### config.mk
export PLATFORM = sky130hd
export DESIGN_NAME = key_report_tracker_flat
export DESIGN_NICKNAME = d
export VERILOG_FILES = /design/src/rtl/pong_keys_pkg.sv /design/src/rtl/key_report_tracker_if.sv /design/src/rtl/key_slot_decode.sv /design/src/rtl/key_report_tracker.sv /design/src/flat_wrapper.sv
export SDC_FILE = /design/constraint.sdc
export NUM_CORES = 1
export LEC_CHECK = 0
export ABC_AREA = 1
export CORE_MARGIN = 2
export CORE_UTILIZATION = 55
export CTS_CLUSTER_SIZE = 14
export DETAILED_ROUTE_END_ITERATION = 8
export PLACE_DENSITY = 0.84
export SETUP_SLACK_MARGIN = 0.1
export SYNTH_ARGS = -nofsm -noshare
export SYNTH_HDL_FRONTEND = slang
export SYNTH_SLANG_ARGS = --single-unit
### constraint.sdc
create_clock -name frame_clk -period 33.5 [get_ports frame_clk]
set_input_delay 5.025 -clock frame_clk [delete_from_list [all_inputs] [get_ports frame_clk]]
set_output_delay 5.025 -clock frame_clk [all_outputs]
set_load 0.02 [all_outputs]
### src/rtl/pong_keys_pkg.sv
// Shared types and keycode constants for the movement-key tracker.
// Key indices, list entries and tracker states live here.
package pong_keys_pkg;

    typedef enum logic [1:0] {
        KEY_L,
        KEY_R,
        KEY_D,
        KEY_U
    } key_idx_t;

    localparam logic [7:0] DEF_KEY_LEFT  = 8'h04;
    localparam logic [7:0] DEF_KEY_RIGHT = 8'h07;
    localparam logic [7:0] DEF_KEY_DOWN  = 8'h22;
    localparam logic [7:0] DEF_KEY_UP    = 8'h26;
    localparam logic [7:0] KEY_NONE      = 8'h00;
    localparam logic [7:0] HID_ROLLOVER  = 8'h01;

    typedef struct packed {
        logic     v;
        key_idx_t k;
    } entry_t;

    typedef enum logic [1:0] {
        EMPTY,
        ACTIVE,
        STALE
    } trk_state_t;

endpackage

### src/rtl/key_report_tracker_if.sv
// Keyboard-report input and movement-keycode output bundle.
// The report source is the master; the tracker is the slave.
interface key_report_tracker_if;

    logic        report_valid;
    logic [47:0] report_keys;
    logic [7:0]  key0;
    logic [7:0]  key1;
    logic        stale;

    modport master (
        output report_valid,
        output report_keys,
        input  key0,
        input  key1,
        input  stale
    );

    modport slave (
        input  report_valid,
        input  report_keys,
        output key0,
        output key1,
        output stale
    );

endinterface

### src/rtl/key_slot_decode.sv
// Combinational decode of a 6-slot HID report into a held mask,
// the first slot each movement key occupies, and the rollover flag.
module key_slot_decode
    import pong_keys_pkg::*;
#(
    parameter logic [7:0] KEY_LEFT  = DEF_KEY_LEFT,
    parameter logic [7:0] KEY_RIGHT = DEF_KEY_RIGHT,
    parameter logic [7:0] KEY_DOWN  = DEF_KEY_DOWN,
    parameter logic [7:0] KEY_UP    = DEF_KEY_UP
) (
    input  logic [47:0]      report_keys,
    output logic [3:0]       held,
    output logic [3:0][2:0]  first_slot,
    output logic             rollover
);

    localparam logic [3:0][7:0] CODES =
        {KEY_UP, KEY_DOWN, KEY_RIGHT, KEY_LEFT};

    // Walk slots high to low so the lowest matching slot wins.
    always_comb begin
        held       = '0;
        first_slot = {4{3'd7}};
        rollover   = 1'b1;
        for (int s = 5; s >= 0; s--) begin
            if (report_keys[8*s +: 8] != HID_ROLLOVER)
                rollover = 1'b0;
            for (int k = 0; k < 4; k++) begin
                if (report_keys[8*s +: 8] == CODES[k]) begin
                    held[k]       = 1'b1;
                    first_slot[k] = 3'(s);
                end
            end
        end
    end

endmodule

### src/rtl/key_report_tracker.sv
// Tracks held movement keys in press order from HID reports and
// drives the newest two as key0/key1, dropping them on report timeout.
module key_report_tracker
    import pong_keys_pkg::*;
#(
    parameter logic [7:0] KEY_LEFT     = DEF_KEY_LEFT,
    parameter logic [7:0] KEY_RIGHT    = DEF_KEY_RIGHT,
    parameter logic [7:0] KEY_DOWN     = DEF_KEY_DOWN,
    parameter logic [7:0] KEY_UP       = DEF_KEY_UP,
    parameter int         STALE_FRAMES = 120
) (
    input logic                 frame_clk,
    input logic                 Reset,
    key_report_tracker_if.slave bus
);

    localparam logic [3:0][7:0] CODES =
        {KEY_UP, KEY_DOWN, KEY_RIGHT, KEY_LEFT};
    // The drop happens on the edge that would bring the count to STALE_FRAMES-1.
    localparam logic [9:0] TIMEOUT_AT = 10'(STALE_FRAMES - 2);

    function automatic logic [7:0] code_of(entry_t e);
        if (e.v)
            return CODES[e.k];
        return KEY_NONE;
    endfunction

    logic [3:0]      held;
    logic [3:0][2:0] first_slot;
    logic            rollover;

    key_slot_decode #(
        .KEY_LEFT  (KEY_LEFT),
        .KEY_RIGHT (KEY_RIGHT),
        .KEY_DOWN  (KEY_DOWN),
        .KEY_UP    (KEY_UP)
    ) u_decode (
        .report_keys (bus.report_keys),
        .held        (held),
        .first_slot  (first_slot),
        .rollover    (rollover)
    );

    trk_state_t    state_q, state_d;
    entry_t [3:0]  list_q, list_d;
    logic [9:0]    cnt_q, cnt_d;
    logic          stale_q, stale_d;
    logic [7:0]    key0_q, key0_d;
    logic [7:0]    key1_q, key1_d;

    entry_t [3:0]  kept, fresh, merged;
    logic [2:0]    nk, nf;
    logic [3:0]    inlist, fresh_mask;
    logic          report;

    always_comb begin
        kept   = '0;
        fresh  = '0;
        merged = '0;
        nk     = 3'd0;
        nf     = 3'd0;
        inlist = '0;
        for (int i = 0; i < 4; i++) begin
            inlist[list_q[i].k] = inlist[list_q[i].k] | list_q[i].v;
            if (list_q[i].v && held[list_q[i].k]) begin
                kept[nk[1:0]] = list_q[i];
                nk = nk + 3'd1;
            end
        end
        fresh_mask = held & ~inlist;
        // New presses enter the front in slot order.
        for (int s = 0; s < 6; s++) begin
            for (int k = 0; k < 4; k++) begin
                if (fresh_mask[k] && first_slot[k] == 3'(s)) begin
                    fresh[nf[1:0]] = '{v: 1'b1, k: key_idx_t'(k[1:0])};
                    nf = nf + 3'd1;
                end
            end
        end
        for (int i = 0; i < 4; i++) begin
            if (3'(i) < nf)
                merged[i] = fresh[i];
            else
                merged[i] = kept[2'(3'(i) - nf)];
        end
    end

    assign report = bus.report_valid && !rollover;

    always_comb begin
        state_d = state_q;
        list_d  = list_q;
        cnt_d   = cnt_q;
        stale_d = stale_q;
        key0_d  = key0_q;
        key1_d  = key1_q;
        if (report) begin
            list_d  = merged;
            cnt_d   = '0;
            stale_d = 1'b0;
            key0_d  = code_of(merged[0]);
            key1_d  = code_of(merged[1]);
            state_d = merged[0].v ? ACTIVE : EMPTY;
        end else if (!bus.report_valid) begin
            unique case (state_q)
                ACTIVE: begin
                    if (cnt_q == TIMEOUT_AT) begin
                        list_d  = '0;
                        key0_d  = KEY_NONE;
                        key1_d  = KEY_NONE;
                        stale_d = 1'b1;
                        cnt_d   = cnt_q + 10'd1;
                        state_d = STALE;
                    end else if (cnt_q != 10'h3FF) begin
                        cnt_d = cnt_q + 10'd1;
                    end
                end
                EMPTY: ;
                STALE: ;
                default: ;
            endcase
        end
    end

    always_ff @(posedge frame_clk or posedge Reset) begin
        if (Reset) begin
            state_q <= EMPTY;
            list_q  <= '0;
            cnt_q   <= '0;
            stale_q <= 1'b0;
            key0_q  <= KEY_NONE;
            key1_q  <= KEY_NONE;
        end else begin
            state_q <= state_d;
            list_q  <= list_d;
            cnt_q   <= cnt_d;
            stale_q <= stale_d;
            key0_q  <= key0_d;
            key1_q  <= key1_d;
        end
    end

    assign bus.key0  = key0_q;
    assign bus.key1  = key1_q;
    assign bus.stale = stale_q;

endmodule
### src/flat_wrapper.sv
// flat-port wrapper written by rule: the top's interface ports become plain ports
module key_report_tracker_flat import pong_keys_pkg::*;
#(
    parameter logic [7:0] KEY_LEFT     = DEF_KEY_LEFT,
    parameter logic [7:0] KEY_RIGHT    = DEF_KEY_RIGHT,
    parameter logic [7:0] KEY_DOWN     = DEF_KEY_DOWN,
    parameter logic [7:0] KEY_UP       = DEF_KEY_UP,
    parameter int         STALE_FRAMES = 120
)
  (frame_clk, Reset, bus_report_valid, bus_report_keys, bus_key0, bus_key1, bus_stale);
  key_report_tracker_if bus_i ();
  input logic frame_clk;
  input logic Reset;
  input wire logic [$bits(bus_i.report_valid)-1:0] bus_report_valid;
  input wire logic [$bits(bus_i.report_keys)-1:0] bus_report_keys;
  output wire logic [$bits(bus_i.key0)-1:0] bus_key0;
  output wire logic [$bits(bus_i.key1)-1:0] bus_key1;
  output wire logic [$bits(bus_i.stale)-1:0] bus_stale;
  assign bus_i.report_valid = bus_report_valid;
  assign bus_i.report_keys = bus_report_keys;
  assign bus_key0 = bus_i.key0;
  assign bus_key1 = bus_i.key1;
  assign bus_stale = bus_i.stale;
  key_report_tracker #(.KEY_LEFT(KEY_LEFT), .KEY_RIGHT(KEY_RIGHT), .KEY_DOWN(KEY_DOWN), .KEY_UP(KEY_UP), .STALE_FRAMES(STALE_FRAMES)) u_core (.frame_clk(frame_clk), .Reset(Reset), .bus(bus_i));
endmodule
==> impl_metrics.env <==
export IMPL_outcome="finished, final reports clean"
export IMPL_synth_ff_type="dfrtp_1"
export IMPL_final_util_pct=63.20
export IMPL_worst_pin_slew_ns=0.9128
export IMPL_multi_input_area_um2=5926
export IMPL_core_um2=13990
export IMPL_hold_path_class="reg -> reg"
export IMPL_worst_slack_ns=10.58
export IMPL_postCtsResizedCells=0
export IMPL_wire_per_inst_um=14.87
export IMPL_syn_inst=1342
export IMPL_slew_headroom_pct=38.68
export IMPL_cts_buffers=5
export IMPL_yosys_top_cells_count="inv_1, nand2_1, nor2_1"
export IMPL_yosysMostFrequentCell="inv_1"
export IMPL_totalWireLength_mm=23.52
export IMPL_grt_use_total_pct=30.31
export IMPL_r2r_start="u_core.list_q[0]$_DFFE_PP0P_"
export IMPL_arrival_ns=23.09
export IMPL_required_ns=33.67
export IMPL_rsz0062_at_grt="no"
export IMPL_drc=0
export IMPL_clk_latency_ns=0.28
export IMPL_fmax_mhz=43.63
export IMPL_ys_top_cells_by_area="ha_1, inv_1, nand2_1"
export IMPL_gp_congestion=0.9965
export IMPL_drive_above_1_share_pct=10.41
export IMPL_dieArea_um2=15420
export IMPL_setup_viol=0
export IMPL_ant_nets=0
export IMPL_cpPeakStageDelay_ns=0.45
export IMPL_crit_fanout=5
export IMPL_holdPathEnd="u_core.bus.key0[2]$_DFFE_PP0P_"
export IMPL_crit_path_start_kind="input port"
export IMPL_ys_seq_area_share_pct=9.764
export IMPL_syn_area_um2=7945
export IMPL_r2r_end="u_core.bus.key0[2]$_DFFE_PP0P_"
export IMPL_cp_end_kind="flip-flop"
export IMPL_syn_avg_cell_area_um2=5.920
export IMPL_grt_ovfl_total=0
export IMPL_period_needed_ns=22.92
export IMPL_critPathSlowestCell="nor4_1"
export IMPL_antenna_found_initial=0
export IMPL_synth_cell_type_count=60
export IMPL_whs_ns=0.4798
export IMPL_grt_pass1_wl_mm=37.72
export IMPL_ir_worst_vdd_mv=0.01799
export IMPL_nets=1544
export IMPL_p_per_area_nw_per_um2=12.15
export IMPL_cts_setup_buffers=0
export IMPL_io_buffer_count=59
export IMPL_cap_viol_max_count=0
export IMPL_vias_per_cell=5.662
export IMPL_slew_viol_final=0
export IMPL_rrSetupSlack_ns=15.25
export IMPL_cts_tree="done"
export IMPL_ios=68
export IMPL_clock_skew_ns=0.005727
export IMPL_first_pass_iters=5
export IMPL_hold_violations=0
export IMPL_whs_path_depth=2
export IMPL_cts_hold_buf=0
export IMPL_die_x_um=124.2
export IMPL_regArea_um2=775.7
export IMPL_fp_row_count=43
export IMPL_ys_warn_count=0
export IMPL_synth_edf_count=0
export IMPL_max_clock_path_buffers=2
export IMPL_n_antenna_cell=0
export IMPL_clkSinkCount=31
export IMPL_synth_seq_cells=31
export IMPL_place_inst=1574
export IMPL_clkTransAtPathRegs_ns=0.05
export IMPL_first_iter_violations=695
export IMPL_reg2reg_depth=104
export IMPL_grt_pass1_vias=8324
export IMPL_place_ws_ns=10.35
export IMPL_synth_top_area_cell="ha_1"
export IMPL_hold_start="u_core.bus.key0[2]$_DFFE_PP0P_"
export IMPL_cts_root_buf="clkbuf_16"
export IMPL_detailed_place_hpwl_mm=19.73
export IMPL_area_growth_pct=11.28
export IMPL_tns_ns=0
export IMPL_start_util_pct=56.80
export IMPL_grt_start_max_net_pins=25
export IMPL_die_height_um=124.2
export IMPL_fin_cells=1582
export IMPL_postSynth_asyncResetShare_pct=100.0
export IMPL_htree_num_levels=2
export IMPL_power_leakage_uw=0.004475
export IMPL_path_class="in -> reg"
export IMPL_via_count=8957
export IMPL_fin_crit_sh_pct=68.42
export IMPL_fillCellCount=1360
export IMPL_synth_top_area_share_pct=14.49
-- cells by family (layout without fill, tap and decap cells) --
family	after synthesis	after routing	synth area share [%]
simple gates	666	666	41.01
compound gates	225	225	17.39
buf+inv	315	368	15.98
fa+ha+maj	92	92	14.49
flops	31	31	9.764
xor+xnor	12	12	1.323
other cells	1	8	0.04720
-- report_power, final --
| group | total, µW | internal, µW | switching (µW) | leakage [µW] |
|---|---|---|---|---|
| clock | 53.1 | 36.9 | 16.2 | 0.0000868 |
| combinational | 16.7 | 7.32 | 9.34 | 0.00395 |
| sequential | 37.7 | 37.6 | 0.114 | 0.000433 |
| total | 107 | 81.8 | 25.7 | 0.00447 |
-- how the worst max path moves through the flow --
| stage | startpoint | to | slack, ns | depth (start not counted) |
|---|---|---|---|---|
| floorplan | bus_report_keys[7] | u_core.bus.key0[1]$_DFFE_PP0P_ | 12.60 | 105 |
| global placement | bus_report_keys[7] | u_core.bus.key0[2]$_DFFE_PP0P_ | 10.83 | 106 |
| detailed placement | bus_report_keys[7] | u_core.bus.key0[2]$_DFFE_PP0P_ | 10.35 | 106 |
| CTS | bus_report_keys[7] | u_core.bus.key0[2]$_DFFE_PP0P_ | 10.63 | 106 |
| global route | bus_report_keys[7] | u_core.bus.key0[2]$_DFFE_PP0P_ | 9.04 | 106 |
| finish | bus_report_keys[7] | u_core.bus.key0[2]$_DFFE_PP0P_ | 10.58 | 106 |
-- stage by stage --
| stage | total power [µW] | cell area [µm²] |
|---|---|---|
| global placement | 54.43 | 8667 |
| detailed placement | 54.63 | 8667 |
| CTS | 107.1 | 8841 |
| global route | 111.1 | 8841 |
| floorplan | 46.66 | 7971 |
| finish | 107.4 | 8841 |
-- state kept, by name, summed over array words and instances (netlist names) --
name / count
u_core.list_q: 11
u_core.cnt_q: 10
u_core.bus.key1: 4
u_core.bus.stale: 1
u_core.bus.key0: 4
u_core.state_q: 1
-- critical path: cells and delay by family --
| kind | cells | cell delay [ns] |
|---|---|---|
| AO/OA/AOI/OAI | 9 | 1.43 |
| adder cells (fa/ha/maj) | 22 | 5.96 |
| buffers and inverters | 27 | 2.18 |
| AND/OR/NAND/NOR | 48 | 8.50 |
-- final cells by class --
type	count	share of cell area (%)
clock buffers	6	1.571
clock inverters	2	0.3963
inverters	297	12.67
multi-input cells	1003	67.03
flip-flops and latches	31	8.774
well taps	180	2.547
repair buffers	63	7.020
-- routing by layer --
layer	up-vias	part of all wire, %	track usage, %
met5	-	0	0
met4	0	2.7	9.480
met3	53	8.2	4.853
met2	390	46	52.32
met1	4012	44	38.55
li1	4502	-	-
-- placed cells by master (no fill, tap or decap), types with 5 or more instances in the layout --
cell type / netlist / final
inv_1: 270 / 270
nand2_1: 245 / 245
nor2_1: 126 / 126
nand3_1: 108 / 108
ha_1: 92 / 92
o21ai_0: 72 / 72
clkdlybuf4s50_1: 0 / 59
a21oi_1: 52 / 52
nor3_1: 39 / 39
nand2_2: 38 / 38
o22ai_1: 31 / 31
dfrtp_1: 31 / 31
inv_2: 22 / 22
nor4_1: 21 / 21
or2_2: 21 / 21
nand3_2: 17 / 17
nand4_1: 16 / 16
a22oi_1: 10 / 10
xor2_1: 9 / 9
o221ai_1: 9 / 9
conb_1: 1 / 8
nor2_2: 7 / 7
a221oi_1: 7 / 7
o21ai_2: 6 / 6
o21ai_1: 6 / 6
nand3b_1: 5 / 5
nand2_4: 5 / 5
o21a_1: 5 / 5
clkbuf_16: 0 / 5
(Power assumes the default switching activity.)
